===== config.mk =====
export PLATFORM = sky130hd
export DESIGN_NAME = can_eof_bit_counter
export DESIGN_NICKNAME = d
export VERILOG_FILES = /design/src/rtl/can_frame_pkg.sv /design/src/rtl/can_eof_bit_counter.sv
export SDC_FILE = /design/constraint.sdc
export NUM_CORES = 1
export LEC_CHECK = 0
export ABC_AREA = 1
export ABC_CLOCK_PERIOD_IN_PS = 2960
export BUFFER_PORTS_ARGS = -buffer_cell sky130_fd_sc_hd__buf_2
export CAP_MARGIN = 20
export CORE_AREA = 2 2 39 41
export DETAILED_ROUTE_END_ITERATION = 16
export DIE_AREA = 0 0 41 43
export GPL_TIMING_DRIVEN = 0
export SETUP_SLACK_MARGIN = 0.15
export SLEW_MARGIN = 40
export SYNTH_ARGS = -nofsm -noshare
export SYNTH_HDL_FRONTEND = slang
export SYNTH_SLANG_ARGS = --single-unit

===== constraint.sdc =====
create_clock -name i_Clock -period 2.96 [get_ports i_Clock]
set_input_delay 0.148 -clock i_Clock [delete_from_list [all_inputs] [get_ports i_Clock]]
set_output_delay 0.148 -clock i_Clock [all_outputs]
set_load 0.1 [all_outputs]

===== src/rtl/can_frame_pkg.sv =====
// Shared CAN frame definitions: field codes, EOF length and form-checker FSM encoding.
// Used by the bit-stream decoder, the form checker and the error-frame generator.
package can_frame_pkg;

  localparam int CAN_FIELD_W       = 5;
  localparam int CAN_FIELD_IDLE    = 0;
  localparam int CAN_FIELD_EOF     = 5;
  localparam int CAN_FIELD_SRR     = 8;
  localparam int CAN_FIELD_CRC_DEL = 17;
  localparam int CAN_FIELD_ACK_DEL = 18;
  localparam int CAN_EOF_LEN       = 7;

  typedef enum logic [1:0] {
    ST_IDLE     = 2'd0,
    ST_ACTIVE   = 2'd1,
    ST_SUPPRESS = 2'd2
  } form_state_e;

endpackage


===== src/rtl/can_eof_bit_counter.sv =====
// Saturating End-Of-Frame bit index; cleared by the first sample taken outside EOF.
module can_eof_bit_counter
  import can_frame_pkg::*;
#(
  parameter int EOF_LEN = CAN_EOF_LEN
) (
  input  logic       i_Clock,
  input  logic       i_Reset,
  input  logic       i_step,
  input  logic       i_is_eof,
  output logic [2:0] o_idx
);

  localparam logic [2:0] IDX_LAST = 3'(EOF_LEN - 1);

  // NOTE: sequential state is written only with non-blocking assignments so every
  // register samples the pre-edge values of the others.
  always_ff @(posedge i_Clock) begin
    if (i_Reset) begin
      o_idx <= 3'd0;
    end else if (i_step) begin
      if (!i_is_eof)
        o_idx <= 3'd0;
      else if (o_idx != IDX_LAST)
        o_idx <= o_idx + 3'd1;
    end
  end

endmodule


==> results.py, run 1 <==
metrics = {
    "clock_tree": {
        "holdBufCountCts": 0,
        "cts_sinks": 3,
        "cts-root-buf": "clkbuf_4",
        "clock_latency_ns": 0.23,
        "h-tree-depth": 1,
        "cts_setup_buffers": 0,
        "cts_resized": 0,
        "cts_tree": "done",
        "cts_buffers": 3,
        "clkTransAtPathRegs_ns": 0.03,
        "cts_max_path_buffers": 2,
    },
    "worst_setup_path": {
        "crit_fanout": 5,
        "cp_slowest_cell": "buf_2",
        "critPathTopFamily": "buffers and inverters",
        "cp.required_ns": 2.81,
        "critPathMaxStageDelay_ns": 0.46,
        "cp-end-kind": "output port",
        "critPathBufInv": 1,
        "critPathLaunchType": "flop",
        "worstSetupPathType": "flop to output port",
        "worst_ep_arrival_time_ns": 1.07,
        "path_cells": "buf_2",
    },
    "logic_synthesis": {
        "synth_common_cells": "nand2_1 (8), inv_1 (5), nand3_1 (4)",
        "yosys_warnings": 0,
        "ys_seq_area_share_pct": 32.00,
        "synthDistinctLibCells": 9,
        "synth-edff-count": 0,
        "syn-num-nets": 34,
        "netlist_top_cells_area": "dfxtp_1 (32%), nand2_1 (16%), ha_1 (13%), nand3_1 (11%), inv_1 (10%)",
        "async_flop_share_pct": 0,
        "netlist.area_leader.share_pct": 32.00,
        "yosysTopAreaCell": "dfxtp_1",
        "synth_area_sq_um": 187.7,
        "synthCells": 28,
        "synth_ff_type": "dfxtp_1",
        "synth-seq-cells": 3,
        "yosysMostFrequentCell": "nand2_1",
        "avgSynthCellArea_sq_um": 6.703,
    },
    "floorplan": {
        "core.rowCount": 14,
        "dieArea_sq_um": 1763,
        "fp.dieH_um": 43,
        "io_pins": 7,
        "core_area_sq_um": 1384,
        "start_util_pct": 13.56,
        "fp.dieW_um": 41,
    },
    "sta": {
        "slew_headroom_pct": 67.79,
        "finClkSkew_ns": 0.001030,
        "worst_pin_slew_ns": 0.4864,
        "maxSlewViolCount": 0,
        "max_freq_mhz": 819.6,
        "rsz0062_at_grt": "no",
        "layout_min_cycle_time_ns": 1.220,
        "final_hold_viol_count": 0,
        "setup_tns_ns": 0,
        "layout_setup_ws_ns": 1.740,
        "setup_violations": 0,
        "fin_crit_sh_pct": 41.22,
    },
    "power_and_ir_drop": {
        "power_frac_clock_pct": 48.2,
        "power.static_leakage_nw": 0.1469,
        "pwr-share-seq_pct": 30.7,
        "powerDensity_nw_per_um2": 550.7,
        "p_sw_share_pct": 30.79,
        "p_int_mw": 0.1006,
        "p_comb_share_pct": 21.0,
        "p_sw_mw": 0.04477,
        "peakVddDrop_mv": 0.1662,
    },
    "grt": {
        "grt_pass1_wl_um": 607,
        "grt_overflow": 0,
        "grt_max_degree": 7,
        "grt_pass1_vias": 167,
        "antenna_found_initial": 0,
        "grt_usage_pct": 5.511,
    },
    "cells_and_area": {
        "fin_cells": 54,
        "diodes": 0,
        "largest_register": "o_idx",
        "top_regs": "o_idx (3)",
        "drive_above_1_share_pct": 28.95,
        "final_nets": 45,
        "largest_register_ffs": 3,
        "design_area_sq_um": 264.0,
        "fillers": 167,
        "area_growth_pct": 40.67,
    },
    "flow_run": {
        "maxCapViolations": 0,
    },
    "status": {
        "status": "completed",
    },
    "drt": {
        "first_iter_violations": 3,
        "vias": 187,
        "drcViolationCount": 0,
        "postRouteAntennaNets": 0,
        "routed_wl_um": 376,
        "viasPerCell": 3.463,
        "first_pass_iters": 2,
        "wl_per_cell_um": 6.963,
    },
    "place": {
        "dpl_worst_slack_ns": 1.898,
        "dp_cells": 50,
        "place_congestion": 0.6777,
        "io_buffers": 6,
        "place_hpwl_um": 319.6,
        "dpl-instance-area_sq_um": 237.7,
    },
    "hold_path": {
        "hp-class": "primary input to flop",
    },
}
## per-stage QoR
stage / util [%] / power [mW] / hold slack (ns)
after detailed placement: 17.18 / 0.07644 / 0.3993
after floorplan: - / 0.06905 / 0.2888
final: 19.08 / 0.1454 / 0.1596
after global routing: 19.08 / 0.1570 / 0.1852
after global placement: 17.18 / 0.07605 / 0.3975
after CTS: 19.08 / 0.1514 / 0.1513
## final timing paths
| kind | from | end | slack, ns | cells after the start |
|---|---|---|---|---|
| worst max-delay path | o_idx[2] | o_idx[2] | 1.74 | 1 |
| worst min-delay path | i_Reset | o_idx[2] | 0.16 | 4 |
| worst max register to register | o_idx[0] | o_idx[1] | 1.91 | 7 |
| worst min register to register | o_idx[1] | o_idx[1] | 0.55 | 2 |
## layer usage
metal / routed length, um / track usage, % / vias to the layer above
met4: 0 / 6.000 / 0
met1: 187 / 7.029 / 77
met2: 173 / 5.625 / 4
met3: 15 / 3.141 / 0
met5: 0 / 0 / -
li1: - / - / 106
## power by group through the flow
| stage | clock [mW] | sequential, mW | combinational [mW] |
|---|---|---|---|
| detailed placement | 0 | 0.0454 | 0.0310 |
| global placement | 0 | 0.0454 | 0.0307 |
| floorplan | 0 | 0.0596 | 0.00941 |
| global route | 0.0783 | 0.0451 | 0.0336 |
| CTS | 0.0755 | 0.0448 | 0.0311 |
| finish | 0.0701 | 0.0447 | 0.0306 |
## cells by family after synthesis
logic type | synth area share (%)
AND/OR/NAND/NOR | 39.34
buffers and inverters | 10.00
flip-flops | 32.00
AO/OA/AOI/OAI | 5.334
adder cells (fa/ha/maj) | 13.33
## cell usage in the layout (no fill, tap or decap), drive strengths merged
cell,Yosys,routed
dfxtp,3,3
a21oi,2,2
ha,2,2
inv,5,5
nand3,5,5
nand2,8,8
clkbuf,0,4
nor2,3,3
buf,0,6
## layout make-up
class | count | area (sq um) | area share [%]
timing repair buffer | 6 | 30.03 | 11.37
multi-input combinational | 20 | 108.9 | 41.23
inverter | 5 | 18.77 | 7.109
sequential | 3 | 60.06 | 22.75
tap | 16 | 20.02 | 7.583
clock buffer | 4 | 26.28 | 9.953
Power figures use the tool's default switching activity.
==> inputs of run 2 (changes only) <==
- ABC_CLOCK_PERIOD_IN_PS: 2960 -> 1050
- clock period: 2.96 -> 1.05 ns (I/O delays scaled with it)
==> run 2 against run 1 <==
  * Via count rose by 11%
  * Clock skew up 0.0025 ns
  * Setup slack worse by 1.7 ns
  * Clock power grew to 2.9 times the previous value
  * Combinational power grew to 4.0 times the previous value
  * Sequential power rose to 2.9 times the previous value
  * Sequential share of layout area shrank 4.0 points
  * Utilization increased by 7.5 points
  * Die area is the same
==> results.py, run 2 (synthesis gave the netlist of run 1 again) <==
metrics = {
    "drt": {
        "postRouteAntennaNets": 0,
        "wl_per_cell_um": 8.764,
        "drcViolationCount": 0,
        "first_iter_violations": 2,
        "viasPerCell": 3.764,
        "routed_wl_um": 482,
        "vias": 207,
        "first_pass_iters": 2,
    },
    "sta": {
        "finClkSkew_ns": 0.003498,
        "maxSlewViolCount": 0,
        "setup_violations": 0,
        "layout_min_cycle_time_ns": 1.014,
        "final_hold_viol_count": 0,
        "whs_ns": 0.06008,
        "setup_tns_ns": 0,
        "slew_headroom_pct": 81.73,
        "worst_pin_slew_ns": 0.2763,
        "rsz0062_at_grt": "yes",
        "layout_setup_ws_ns": 0.03565,
        "fin_crit_sh_pct": 96.60,
        "max_freq_mhz": 985.9,
    },
    "cells_and_area": {
        "top_regs": "o_idx (3)",
        "area_growth_pct": 96.00,
        "diodes": 0,
        "seqCellArea_sq_um": 68.82,
        "largest_register_ffs": 3,
        "final_nets": 46,
        "fin_cells": 55,
        "most-common-layout-cells": "nand2_2 (4), nand2_1 (4)",
        "drive_above_1_share_pct": 66.67,
        "largest_register": "o_idx",
        "fillers": 159,
        "multi_input_area_sq_um": 157.7,
    },
    "worst_setup_path": {
        "cp-end-kind": "flop",
        "crit_fanout": 4,
        "r2r-start": "o_idx[0]",
        "worstSetupPathType": "flop to flop",
        "r2r_end": "o_idx[1]",
        "cp.required_ns": 1.17,
        "critPathLaunchType": "flop",
        "reg2regPathDepth": 7,
        "reg2reg_slack_ns": 0.04,
        "worst_ep_arrival_time_ns": 1.14,
    },
    "hold_path": {
        "hold_depth": 4,
        "hold_end": "o_idx[2]",
        "hp-start": "i_Reset",
        "hp-class": "primary input to flop",
    },
    "grt": {
        "grt_max_degree": 7,
        "grt_pass1_wl_um": 828,
        "grt_pass1_vias": 218,
        "grt_overflow": 0,
        "antenna_found_initial": 0,
        "grt_usage_pct": 7.515,
    },
    "clock_tree": {
        "holdBufCountCts": 0,
        "clock_latency_ns": 0.23,
        "cts_sinks": 3,
        "cts-root-buf": "clkbuf_4",
        "h-tree-depth": 1,
        "cts_buffers": 3,
        "cts_max_path_buffers": 2,
        "clkTransAtPathRegs_ns": 0.04,
        "cts_tree": "done",
    },
    "power_and_ir_drop": {
        "power_frac_clock_pct": 44.3,
        "p_sw_mw": 0.1475,
        "pwr-share-seq_pct": 28.9,
        "p_comb_share_pct": 26.8,
        "peakVddDrop_mv": 0.4120,
        "powerDensity_nw_per_um2": 1236,
        "finalPower_mw": 0.4545,
        "p_int_mw": 0.3070,
        "p_sw_share_pct": 32.44,
        "power.static_leakage_nw": 0.1665,
    },
    "floorplan": {
        "core_area_sq_um": 1384,
        "fp.dieH_um": 43,
        "io_pins": 7,
        "dieArea_sq_um": 1763,
        "start_util_pct": 13.56,
        "core.rowCount": 14,
        "fp.dieW_um": 41,
    },
    "flow_run": {
        "maxCapViolations": 0,
    },
    "place": {
        "place_congestion": 0.7282,
        "dp_cells": 50,
        "io_buffers": 6,
        "dpl_worst_slack_ns": 0.04067,
    },
    "status": {
        "status": "completed",
    },
}
[run 2: how the worst max path moves through the flow]
| stage | start | end | slack, ns |
|---|---|---|---|
| final | o_idx[0] | o_idx[1] | 0.04 |
| after global routing | o_idx[0] | o_idx[1] | -0.02 |
| after CTS | o_idx[0] | o_idx[1] | 0.05 |
| after detailed placement | o_idx[0] | o_idx[1] | 0.04 |
| after global placement | o_idx[0] | o_idx[1] | 0.05 |
| after floorplan | o_idx[0] | o_idx[1] | -0.14 |
[run 2: per-layer routing]
metal | global-route usage (%) | up-vias | wire, um
li1 | - | 109 | -
met1 | 7.987 | 95 | 176
met2 | 10.00 | 3 | 289
met3 | 1.571 | 0 | 15
met4 | 10.00 | 0 | 0
met5 | 0 | - | 0
[run 2: layout make-up]
cell class,instances,area share (%)
flip-flops and latches,3,18.71
clock buffers,4,7.143
multi-input cells,20,42.86
inverters,5,5.782
well taps,16,5.442
repair buffers,7,20.07
[run 2: what timing repair did]
item / CTS / global route
resized for setup: 10 / 12
pin swaps: 1 / 5
setup endpoints to repair: 6 / 6
setup buffers: 1 / 0
[run 2: through the flow]
stage          area [sq um]  utilization [%]
6_report              367.9            26.58
5_1_grt               367.9            26.58
4_1_cts               322.8            23.33
3_5_place_dp          246.5            17.81
3_3_place_gp          246.5            17.81
2_1_floorplan         196.4                -
[run 2: critical path, cell delays in order, from the launching register on]
cell	delay, ns
dfxtp_4	0.36
inv_4	0.04
ha_4	0.25
inv_2	0.03
nand2_2	0.05
nand3_2	0.07
nand2_2	0.07
nor2_1	0.03
[run 2: power by group through the flow]
stage                     Combinational (mW)  Clock [mW]  Sequential, mW
final                                  0.122       0.201           0.131
after global routing                   0.130       0.225           0.133
after floorplan                       0.0265           0           0.168
after CTS                              0.106       0.216           0.130
after detailed placement              0.0871           0           0.128
after global placement                0.0867           0           0.128
==> inputs of run 3 (changes only) <==
- PLACE_DENSITY: not set -> 0.3
==> run 3 against run 2 <==
  * Sequential power about the same
  * Flip-flop and latch count unchanged
  * Non-clock buffer count decreased by 1
  * Combinational power decreased by 14%
  * Global-route usage decreased by 1.3 points
  * Critical path depth unchanged
  * Clock power decreased by 3%
  * Via count decreased by 3.9%
==> results.py, run 3 (synthesis gave the netlist of run 1 again) <==
metrics = {
    "status": {
        "status": "completed",
    },
    "cells_and_area": {
        "most-common-layout-cells": "nand2_1 (7), inv_1 (3), nand3_1 (3), clkbuf_4 (3), buf_2 (3)",
        "drive_above_1_share_pct": 50.00,
        "fin_cells": 54,
        "diodes": 0,
        "final_common_cell": "nand2_1",
        "fillers": 162,
        "largest_register_ffs": 3,
        "top_regs": "o_idx (3)",
        "area_growth_pct": 72.00,
        "largest_register": "o_idx",
        "final_nets": 45,
    },
    "sta": {
        "maxSlewViolCount": 0,
        "setup_tns_ns": 0,
        "finClkSkew_ns": 0.0003643,
        "final_hold_viol_count": 0,
        "layout_min_cycle_time_ns": 0.9887,
        "slew_headroom_pct": 81.68,
        "setup_violations": 0,
        "rsz0062_at_grt": "yes",
        "fin_crit_sh_pct": 94.17,
        "max_freq_mhz": 1011,
        "worst_pin_slew_ns": 0.2771,
    },
    "worst_setup_path": {
        "worstSetupPathType": "flop to flop",
        "cp_slowest_cell": "dfxtp_4",
        "reg2regPathDepth": 7,
        "cp-end-kind": "flop",
        "reg2reg_slack_ns": 0.06,
        "r2r-start": "o_idx[0]",
        "critPathMaxStageDelay_ns": 0.36,
        "critPathBufInv": 2,
        "crit_fanout": 4,
        "worst_ep_arrival_time_ns": 1.11,
        "critPathTopFamily": "flip-flops",
        "critPathLaunchType": "flop",
        "path_cells": "inv_4, ha_4, inv_2, nand2_2, nand3_2, nand2_1, nor2_1",
        "cp.depth": 7,
        "crit_start": "o_idx[0]",
        "cp.required_ns": 1.17,
        "r2r_end": "o_idx[1]",
    },
    "drt": {
        "postRouteAntennaNets": 0,
        "first_pass_iters": 2,
        "vias": 199,
        "wl_per_cell_um": 7.685,
        "drcViolationCount": 0,
        "viasPerCell": 3.685,
        "routed_wl_um": 415,
        "first_iter_violations": 1,
    },
    "clock_tree": {
        "clock_latency_ns": 0.23,
        "clkTransAtPathRegs_ns": 0.03,
        "h-tree-depth": 1,
        "cts_tree": "done",
        "cts_sinks": 3,
        "cts-root-buf": "clkbuf_4",
        "cts_max_path_buffers": 2,
        "cts_setup_buffers": 0,
        "cts_buffers": 3,
        "holdBufCountCts": 0,
    },
    "floorplan": {
        "start_util_pct": 13.56,
        "core_area_sq_um": 1384,
        "core.rowCount": 14,
        "io_pins": 7,
        "fp.dieW_um": 41,
        "dieArea_sq_um": 1763,
        "fp.dieH_um": 43,
    },
    "grt": {
        "grt_pass1_vias": 189,
        "antenna_found_initial": 0,
        "grt_overflow": 0,
        "grt_max_degree": 7,
        "grt_pass1_wl_um": 703,
        "grt_usage_pct": 6.212,
    },
    "hold_path": {
        "hold_end": "o_idx[2]",
        "hp-class": "primary input to flop",
        "hp-start": "i_Reset",
        "hold_depth": 4,
    },
    "place": {
        "place_hpwl_um": 334.3,
        "dp_cells": 50,
        "io_buffers": 6,
        "place_congestion": 0.6497,
    },
    "power_and_ir_drop": {
        "power.static_leakage_nw": 0.1568,
        "finalPower_mw": 0.4304,
        "peakVddDrop_mv": 0.4079,
        "powerDensity_nw_per_um2": 1333,
    },
    "flow_run": {
        "maxCapViolations": 0,
    },
}
## run 3: worst min-delay path, stage by stage
cell and delay [ns]:
buf_2 0.09, nor2_1 0.04, nand2_1 0.05, inv_1 0.03
## run 3: timing repair
action	4_1_cts	5_1_grt
setup endpoints to repair	6	6
cloned	0	0
pin swaps	2	3
resized for setup	7	6
## run 3: metrics by stage
step / hold WS, ns / area, sq um / util (%) / setup WS, ns
4_1_cts: 0.05693 / 299.0 / 21.61 / 0.05088
5_1_grt: 0.07103 / 322.8 / 23.33 / 0.0006861
3_5_place_dp: 0.3024 / 246.5 / 17.81 / 0.03364
3_3_place_gp: 0.3086 / 246.5 / 17.81 / 0.02554
6_report: 0.06432 / 322.8 / 23.33 / 0.06126
2_1_floorplan: 0.1859 / 196.4 / - / -0.1412
## run 3: worst max path at each step
stage	endpoint
after global placement	o_idx[1]
after global routing	o_idx[1]
after detailed placement	o_idx[1]
final	o_idx[1]
after CTS	o_idx[1]
after floorplan	o_idx[1]
## run 3: where the power goes
group          leakage [nW]  switching (mW)  total, mW  internal, mW
logic                 0.115          0.0703      0.105        0.0351
registers            0.0264          0.0102      0.130         0.120
clock network        0.0150          0.0533      0.195         0.142
## run 3: cell type report
| cell class | instances | area, sq um | area share, % |
|---|---|---|---|
| Clock buffer | 4 | 26.28 | 8.140 |
| Inverter | 5 | 21.27 | 6.589 |
| Tap cell | 16 | 20.02 | 6.202 |
| Multi-Input combinational cell | 20 | 128.9 | 39.92 |
| Timing Repair Buffer | 6 | 57.56 | 17.83 |
| Sequential cell | 3 | 68.82 | 21.32 |
## run 3: metal layers
| metal | wire length [um] | part of all wire, % | up-vias | GRT usage, % |
|---|---|---|---|---|
| met4 | 0 | 0 | 0 | 6.000 |
| met1 | 164 | 40 | 89 | 6.390 |
| met3 | 35 | 8.4 | 0 | 3.141 |
| met2 | 216 | 52 | 4 | 8.438 |
| li1 | - | - | 106 | - |
| met5 | 0 | 0 | - | 0 |
